### src/rtl/i2c_cmd_arbiter_if.sv
// Requester / I2C-master handshake bundle for the codec control-path command arbiter.
// The slave modport is the arbiter's view; master is the environment's view.
interface i2c_cmd_arbiter_if;
   logic        en_i;
   logic        req0_i;
   logic        req1_i;
   logic [15:0] data0_i;
   logic [15:0] data1_i;
   logic        ack0_o;
   logic        ack1_o;
   logic        err0_o;
   logic        err1_o;
   logic        i2c_start_o;
   logic [15:0] i2c_data_o;
   logic        i2c_busy_i;
   logic        i2c_done_i;
   logic        busy_o;
   logic        owner_o;

   modport slave (
      input  en_i, req0_i, req1_i, data0_i, data1_i, i2c_busy_i, i2c_done_i,
      output ack0_o, ack1_o, err0_o, err1_o, i2c_start_o, i2c_data_o, busy_o, owner_o
   );

   modport master (
      output en_i, req0_i, req1_i, data0_i, data1_i, i2c_busy_i, i2c_done_i,
      input  ack0_o, ack1_o, err0_o, err1_o, i2c_start_o, i2c_data_o, busy_o, owner_o
   );
endinterface

### src/rtl/i2c_cmd_arbiter.sv
// Shares one I2C master between two 16-bit register-write requesters, with round-robin
// arbitration, NACK/timeout detection and bounded retries.
module i2c_cmd_arbiter #(
   parameter int unsigned TIMEOUT_CYC = 1023,
   parameter int unsigned RETRY_MAX   = 2
) (
   input logic              clk_i2c,
   input logic              reg_rstn,
   i2c_cmd_arbiter_if.slave bus
);

   localparam logic [15:0] TimeoutVal = 16'(TIMEOUT_CYC);
   localparam logic [1:0]  RetryMax   = 2'(RETRY_MAX);

   typedef enum logic [2:0] {StIdle, StIssue, StWaitBusy, StWaitDone, StResp} state_e;

   state_e      state_q, state_d;
   logic [15:0] timer_q, timer_d;
   logic [15:0] data_q, data_d;
   logic [1:0]  retry_q, retry_d;
   logic        fail_q, fail_d;
   logic        owner_q, owner_d;
   logic        last_q, last_d;
   logic        winner;
   logic        attempt_fail;

   always_ff @(posedge clk_i2c or negedge reg_rstn) begin
      if (!reg_rstn) begin
         state_q <= StIdle;
         timer_q <= '0;
         data_q  <= '0;
         retry_q <= '0;
         fail_q  <= 1'b0;
         owner_q <= 1'b0;
         last_q  <= 1'b1;
      end else begin
         state_q <= state_d;
         timer_q <= timer_d;
         data_q  <= data_d;
         retry_q <= retry_d;
         fail_q  <= fail_d;
         owner_q <= owner_d;
         last_q  <= last_d;
      end
   end

   // On a tie, serve the port that did not own the previous transaction.
   assign winner = (bus.req0_i & bus.req1_i) ? ~last_q : bus.req1_i;

   always_comb begin
      state_d      = state_q;
      timer_d      = timer_q;
      data_d       = data_q;
      retry_d      = retry_q;
      fail_d       = fail_q;
      owner_d      = owner_q;
      last_d       = last_q;
      attempt_fail = 1'b0;
      if (bus.en_i) begin
         unique case (state_q)
            StIdle: begin
               if ((bus.req0_i | bus.req1_i) & ~bus.i2c_busy_i) begin
                  state_d = StIssue;
                  owner_d = winner;
                  data_d  = winner ? bus.data1_i : bus.data0_i;
                  retry_d = '0;
                  fail_d  = 1'b0;
               end
            end
            StIssue: begin
               if (!bus.i2c_busy_i) begin
                  state_d = StWaitBusy;
                  timer_d = '0;
               end
            end
            StWaitBusy: begin
               if (bus.i2c_busy_i) begin
                  state_d = StWaitDone;
                  timer_d = '0;
               end else if (bus.i2c_done_i) begin
                  state_d = StResp;
               end else if (timer_q == TimeoutVal) begin
                  attempt_fail = 1'b1;
               end else begin
                  timer_d = timer_q + 16'd1;
               end
            end
            StWaitDone: begin
               if (bus.i2c_done_i) begin
                  state_d = StResp;
               end else if (!bus.i2c_busy_i || timer_q == TimeoutVal) begin
                  attempt_fail = 1'b1;
               end else begin
                  timer_d = timer_q + 16'd1;
               end
            end
            StResp: begin
               last_d  = owner_q;
               state_d = StIdle;
            end
            default: state_d = StIdle;
         endcase

         // retry_q counts up from zero, so inequality is the "retries left" test.
         if (attempt_fail) begin
            if (retry_q != RetryMax) begin
               retry_d = retry_q + 2'd1;
               state_d = StIssue;
            end else begin
               fail_d  = 1'b1;
               state_d = StResp;
            end
         end
      end
   end

   always_comb begin
      bus.ack0_o      = 1'b0;
      bus.ack1_o      = 1'b0;
      bus.err0_o      = 1'b0;
      bus.err1_o      = 1'b0;
      bus.i2c_start_o = (state_q == StIssue) & bus.en_i & ~bus.i2c_busy_i;
      bus.busy_o      = (state_q != StIdle);
      bus.i2c_data_o  = data_q;
      bus.owner_o     = owner_q;
      if (state_q == StResp) begin
         bus.ack0_o = ~owner_q;
         bus.ack1_o = owner_q;
         bus.err0_o = ~owner_q & fail_q;
         bus.err1_o = owner_q & fail_q;
      end
   end

endmodule

### src/flat_wrapper.sv
// flat-port wrapper written by rule: the top's interface ports become plain ports
module i2c_cmd_arbiter_flat 
#(
   parameter int unsigned TIMEOUT_CYC = 1023,
   parameter int unsigned RETRY_MAX   = 2
)
  (clk_i2c, reg_rstn, bus_en_i, bus_req0_i, bus_req1_i, bus_data0_i, bus_data1_i, bus_i2c_busy_i, bus_i2c_done_i, bus_ack0_o, bus_ack1_o, bus_err0_o, bus_err1_o, bus_i2c_start_o, bus_i2c_data_o, bus_busy_o, bus_owner_o);
  i2c_cmd_arbiter_if bus_i ();
  input logic clk_i2c;
  input logic reg_rstn;
  input wire logic [$bits(bus_i.en_i)-1:0] bus_en_i;
  input wire logic [$bits(bus_i.req0_i)-1:0] bus_req0_i;
  input wire logic [$bits(bus_i.req1_i)-1:0] bus_req1_i;
  input wire logic [$bits(bus_i.data0_i)-1:0] bus_data0_i;
  input wire logic [$bits(bus_i.data1_i)-1:0] bus_data1_i;
  input wire logic [$bits(bus_i.i2c_busy_i)-1:0] bus_i2c_busy_i;
  input wire logic [$bits(bus_i.i2c_done_i)-1:0] bus_i2c_done_i;
  output wire logic [$bits(bus_i.ack0_o)-1:0] bus_ack0_o;
  output wire logic [$bits(bus_i.ack1_o)-1:0] bus_ack1_o;
  output wire logic [$bits(bus_i.err0_o)-1:0] bus_err0_o;
  output wire logic [$bits(bus_i.err1_o)-1:0] bus_err1_o;
  output wire logic [$bits(bus_i.i2c_start_o)-1:0] bus_i2c_start_o;
  output wire logic [$bits(bus_i.i2c_data_o)-1:0] bus_i2c_data_o;
  output wire logic [$bits(bus_i.busy_o)-1:0] bus_busy_o;
  output wire logic [$bits(bus_i.owner_o)-1:0] bus_owner_o;
  assign bus_i.en_i = bus_en_i;
  assign bus_i.req0_i = bus_req0_i;
  assign bus_i.req1_i = bus_req1_i;
  assign bus_i.data0_i = bus_data0_i;
  assign bus_i.data1_i = bus_data1_i;
  assign bus_i.i2c_busy_i = bus_i2c_busy_i;
  assign bus_i.i2c_done_i = bus_i2c_done_i;
  assign bus_ack0_o = bus_i.ack0_o;
  assign bus_ack1_o = bus_i.ack1_o;
  assign bus_err0_o = bus_i.err0_o;
  assign bus_err1_o = bus_i.err1_o;
  assign bus_i2c_start_o = bus_i.i2c_start_o;
  assign bus_i2c_data_o = bus_i.i2c_data_o;
  assign bus_busy_o = bus_i.busy_o;
  assign bus_owner_o = bus_i.owner_o;
  i2c_cmd_arbiter #(.TIMEOUT_CYC(TIMEOUT_CYC), .RETRY_MAX(RETRY_MAX)) u_core (.clk_i2c(clk_i2c), .reg_rstn(reg_rstn), .bus(bus_i));
endmodule
### config.mk
export PLATFORM = sky130hd
export DESIGN_NAME = i2c_cmd_arbiter_flat
export DESIGN_NICKNAME = d
export VERILOG_FILES = /design/src/rtl/i2c_cmd_arbiter_if.sv /design/src/rtl/i2c_cmd_arbiter.sv /design/src/flat_wrapper.sv
export SDC_FILE = /design/constraint.sdc
export NUM_CORES = 1
export LEC_CHECK = 0
export CAP_MARGIN = 20
export CORE_MARGIN = 1.5
export CORE_UTILIZATION = 54
export CTS_BUF_LIST = sky130_fd_sc_hd__clkbuf_8
export DETAILED_ROUTE_END_ITERATION = 7
export GPL_TIMING_DRIVEN = 1
export MAX_ROUTING_LAYER = met4
export PLACE_DENSITY = 0.95
export RECOVER_POWER = 25
export SETUP_SLACK_MARGIN = 0.4
export SLEW_MARGIN = 20
export SYNTH_ARGS = -nofsm -noshare
export SYNTH_HDL_FRONTEND = slang
export SYNTH_SLANG_ARGS = --single-unit
### constraint.sdc
create_clock -name clk_i2c -period 4.19 [get_ports clk_i2c]
set_clock_uncertainty 0.2 [all_clocks]
set_input_delay 0.838 -clock clk_i2c [delete_from_list [all_inputs] [get_ports clk_i2c]]
set_output_delay 0.838 -clock clk_i2c [all_outputs]
set_load 0.005 [all_outputs]
==> results.toml <==
[clocking]
cts-resized-gates = 0
cts_tree = "done"
htree_levels = 2
cts_buffers = 5
postCtsSetupBuffers = 0
clock_path_buffers = 2
clock-sinks = 40
insertion_delay_ns = 0.28
root_buffer = "clkbuf_8"
postCtsHoldBufs = 0
clk_pin_slew_ns = 0.07

[yosys]
synthCells = 243
yosys-top-cells-count = "dfrtp_1 (39), nor2_1 (26), a21oi_1 (23)"
ys.flop_type = "dfrtp_1"
syn-num-nets = 283
synth_warnings = 0
yosys_register_bits = 40
synth_top_area_share_pct = 42.5
synthTopCellsByArea = "dfrtp_1 (43%), mux2i_1 (8.3%), a21oi_1 (5.0%)"
yosysTopAreaCell = "dfrtp_1"
ys_types = 50
synthArstFlopShare_pct = 100
synth_edf_count = 0
syn_avg_cell_area_sq_um = 9.45
yosysMostFrequentCell = "dfrtp_1"
yosysSeqAreaShare_pct = 43.7
syn_area_sq_mm = 0.00230

[run_status]
violations = "capacitance limit, slew limit"
status = "complete, but fails checks"

[power]
leakage_nw = 1.29
power_mw = 1.39
ir_drop_mv = 0.276
power_density_mw_per_mm2 = 461

[worst_hold_path]
hold_path_class = "reg2reg"
hold_depth = 2
worstHoldEndpoint = "u_core.bus.i2c_data_o[2]$_DFFE_PN0P_"
min_from = "u_core.bus.i2c_data_o[2]$_DFFE_PN0P_"

[die]
die_area_sq_mm = 0.00465
die_w_um = 68.2
num_rows = 23
start_util_pct = 56.6
die_y_um = 68.2
io_pins = 62
fp.coreArea_sq_mm = 0.00406

[route]
drcViolationCount = 0
wl_per_cell_um = 15.9
drt_wl_total_mm = 5.60
drt_pass1_iterations = 4
vias = 2102
drt_iter0_drc = 140
routed_via_density = 5.97
postRouteAntennaNets = 0

[critical_path]
cp_common_cell = "clkdlybuf4s50_1"
cpMaxStageDelayCell = "clkdlybuf4s50_1"
reg2reg_depth = 5
crit_required_ns = 3.15
worst-setup-path-type = "in2out"
rr_endpoint = "u_core.timer_q[14]$_DFFE_PN0P_"
r2r_slack_ns = 1.80
cp_cell_sequence = "clkdlybuf4s50_1 -> nor2b_1 -> nand2_1 -> nor3_1 -> clkdlybuf4s50_1"
slowest_delay_ns = 0.57
cp-end-kind = "output port"
r2r-start = "u_core.timer_q[13]$_DFFE_PN0P_"
crit_path_max_fanout = 8
worstPathArrival_ns = 2.48
critPathLaunchType = "primary input"

[timing]
rsz0062_at_grt = "false"
finalSetupTns_ns = 0
setup_viol = 0
hold_viol = 0
maxSlewHeadroom_pct = -41.4
period_minus_slack_ns = 3.51
worstMarginPinSlew_ns = 2.12
drv_slew = 41
finalCritPeriodShare_pct = 83.9
max_freq_ghz = 0.285

[global_route]
grt_usage_pct = 26.2
grt_pass1_wl_mm = 8.85
grt_max_degree = 41
antenna_found_initial = 0
grt_overflow = 0
grt_pass1_vias = 1873

[cells_and_area]
drive_gt1_share_pct = 8.94
diodes = 0
area_growth_pct = 30.8
fin_nets = 342

[flow_run]
maxCapViolCount = 1

[place]
gp_congestion = 0.821
dp_hpwl_mm = 4.05
io_buffers = 61
## registers in the layout, summed over array words and instances, names as in the netlist, named ones only
name                   flops
u_core.state_q             3
u_core.timer_q            16
u_core.bus.owner_o         1
u_core.bus.i2c_data_o     16
u_core.retry_q             1
u_core.last_q              1
u_core.fail_q              1
## final cells by class
cell class | count | area, sq um
clock buffer | 5 | 68.8
multi-input combinational | 184 | 1210
sequential | 40 | 1000
inverter | 7 | 26.3
clock inverter | 2 | 8.76
timing repair buffer | 64 | 627
tap | 50 | 62.6
fill | 287 | 1050
## worst max-delay path: cells and delay by family
| family | cells | cell delay [ns] |
|---|---|---|
| AND/OR/NAND/NOR | 3 | 0.55 |
| buffers and inverters | 2 | 1.10 |
## layout by cell type, fill, tap and decap left out, types with 2 or more instances in the layout
master / netlist / routed
inv_1: 7 / 8
nor2_1: 26 / 26
nand2_1: 14 / 14
and3_1: 6 / 6
mux2_2: 3 / 3
dfrtp_1: 39 / 39
mux2i_1: 19 / 19
and2_1: 4 / 4
nand2b_1: 6 / 6
a21boi_2: 1 / 2
nand3_1: 7 / 7
o21ai_0: 9 / 9
nand4_1: 4 / 4
o31ai_1: 9 / 9
nor2b_1: 4 / 4
a211o_1: 2 / 2
a21oi_1: 23 / 23
clkbuf_8: 0 / 5
buf_4: 0 / 3
o311a_1: 2 / 2
xor2_1: 2 / 2
or3_4: 3 / 3
nor4_1: 3 / 3
o211ai_1: 2 / 2
nand3b_1: 2 / 2
or4_1: 6 / 6
clkdlybuf4s50_1: 0 / 60
nor3_1: 7 / 7
## where the power goes
part           internal [mW]  switching [mW]  total (mW)  leakage [nW]
logic                  0.310           0.250       0.560         0.739
registers              0.496          0.0935       0.590         0.503
clock network          0.111           0.125       0.236        0.0452
## worst max-delay path by stage
stage | start | cells past startpoint | to
2_1_floorplan | bus_en_i | 3 | bus_i2c_start_o
5_1_grt | bus_i2c_busy_i | 5 | bus_i2c_start_o
6_report | bus_i2c_busy_i | 5 | bus_i2c_start_o
3_3_place_gp | bus_i2c_busy_i | 5 | bus_i2c_start_o
4_1_cts | bus_i2c_busy_i | 5 | bus_i2c_start_o
3_5_place_dp | bus_i2c_busy_i | 5 | bus_i2c_start_o
## metal layers
metal	track usage (%)	wire length, um	part of all wire [%]
met5	-	0	0
met4	6.75	87	1.6
met3	3.78	252	4.5
met2	42.4	2910	52
met1	34.8	2360	42
## cells by family after synthesis
| logic type | Yosys count | share of synthesized area [%] |
|---|---|---|
| mux | 22 | 9.75 |
| simple gates | 103 | 25.8 |
| buf+inv | 19 | 3.87 |
| compound gates | 56 | 15.6 |
| flops | 40 | 43.7 |
| fa+ha+maj | 1 | 0.545 |
| xor+xnor | 2 | 0.763 |
## per-stage QoR
step / util (%) / setup slack [ns] / std cells / cell area [sq um] / hold slack [ns]
5_1_grt: 74.0 / 0.594 / 352 / 3000 / 0.349
3_5_place_dp: 72.2 / 0.703 / 345 / 2930 / 0.318
3_3_place_gp: 72.2 / 0.742 / 345 / 2930 / 0.305
6_report: 74.0 / 0.676 / 352 / 3000 / 0.330
4_1_cts: 74.1 / 0.691 / 352 / 3010 / 0.335
2_1_floorplan: - / 1.85 / 243 / 2300 / 0.282
Power figures use the tool's default switching activity.
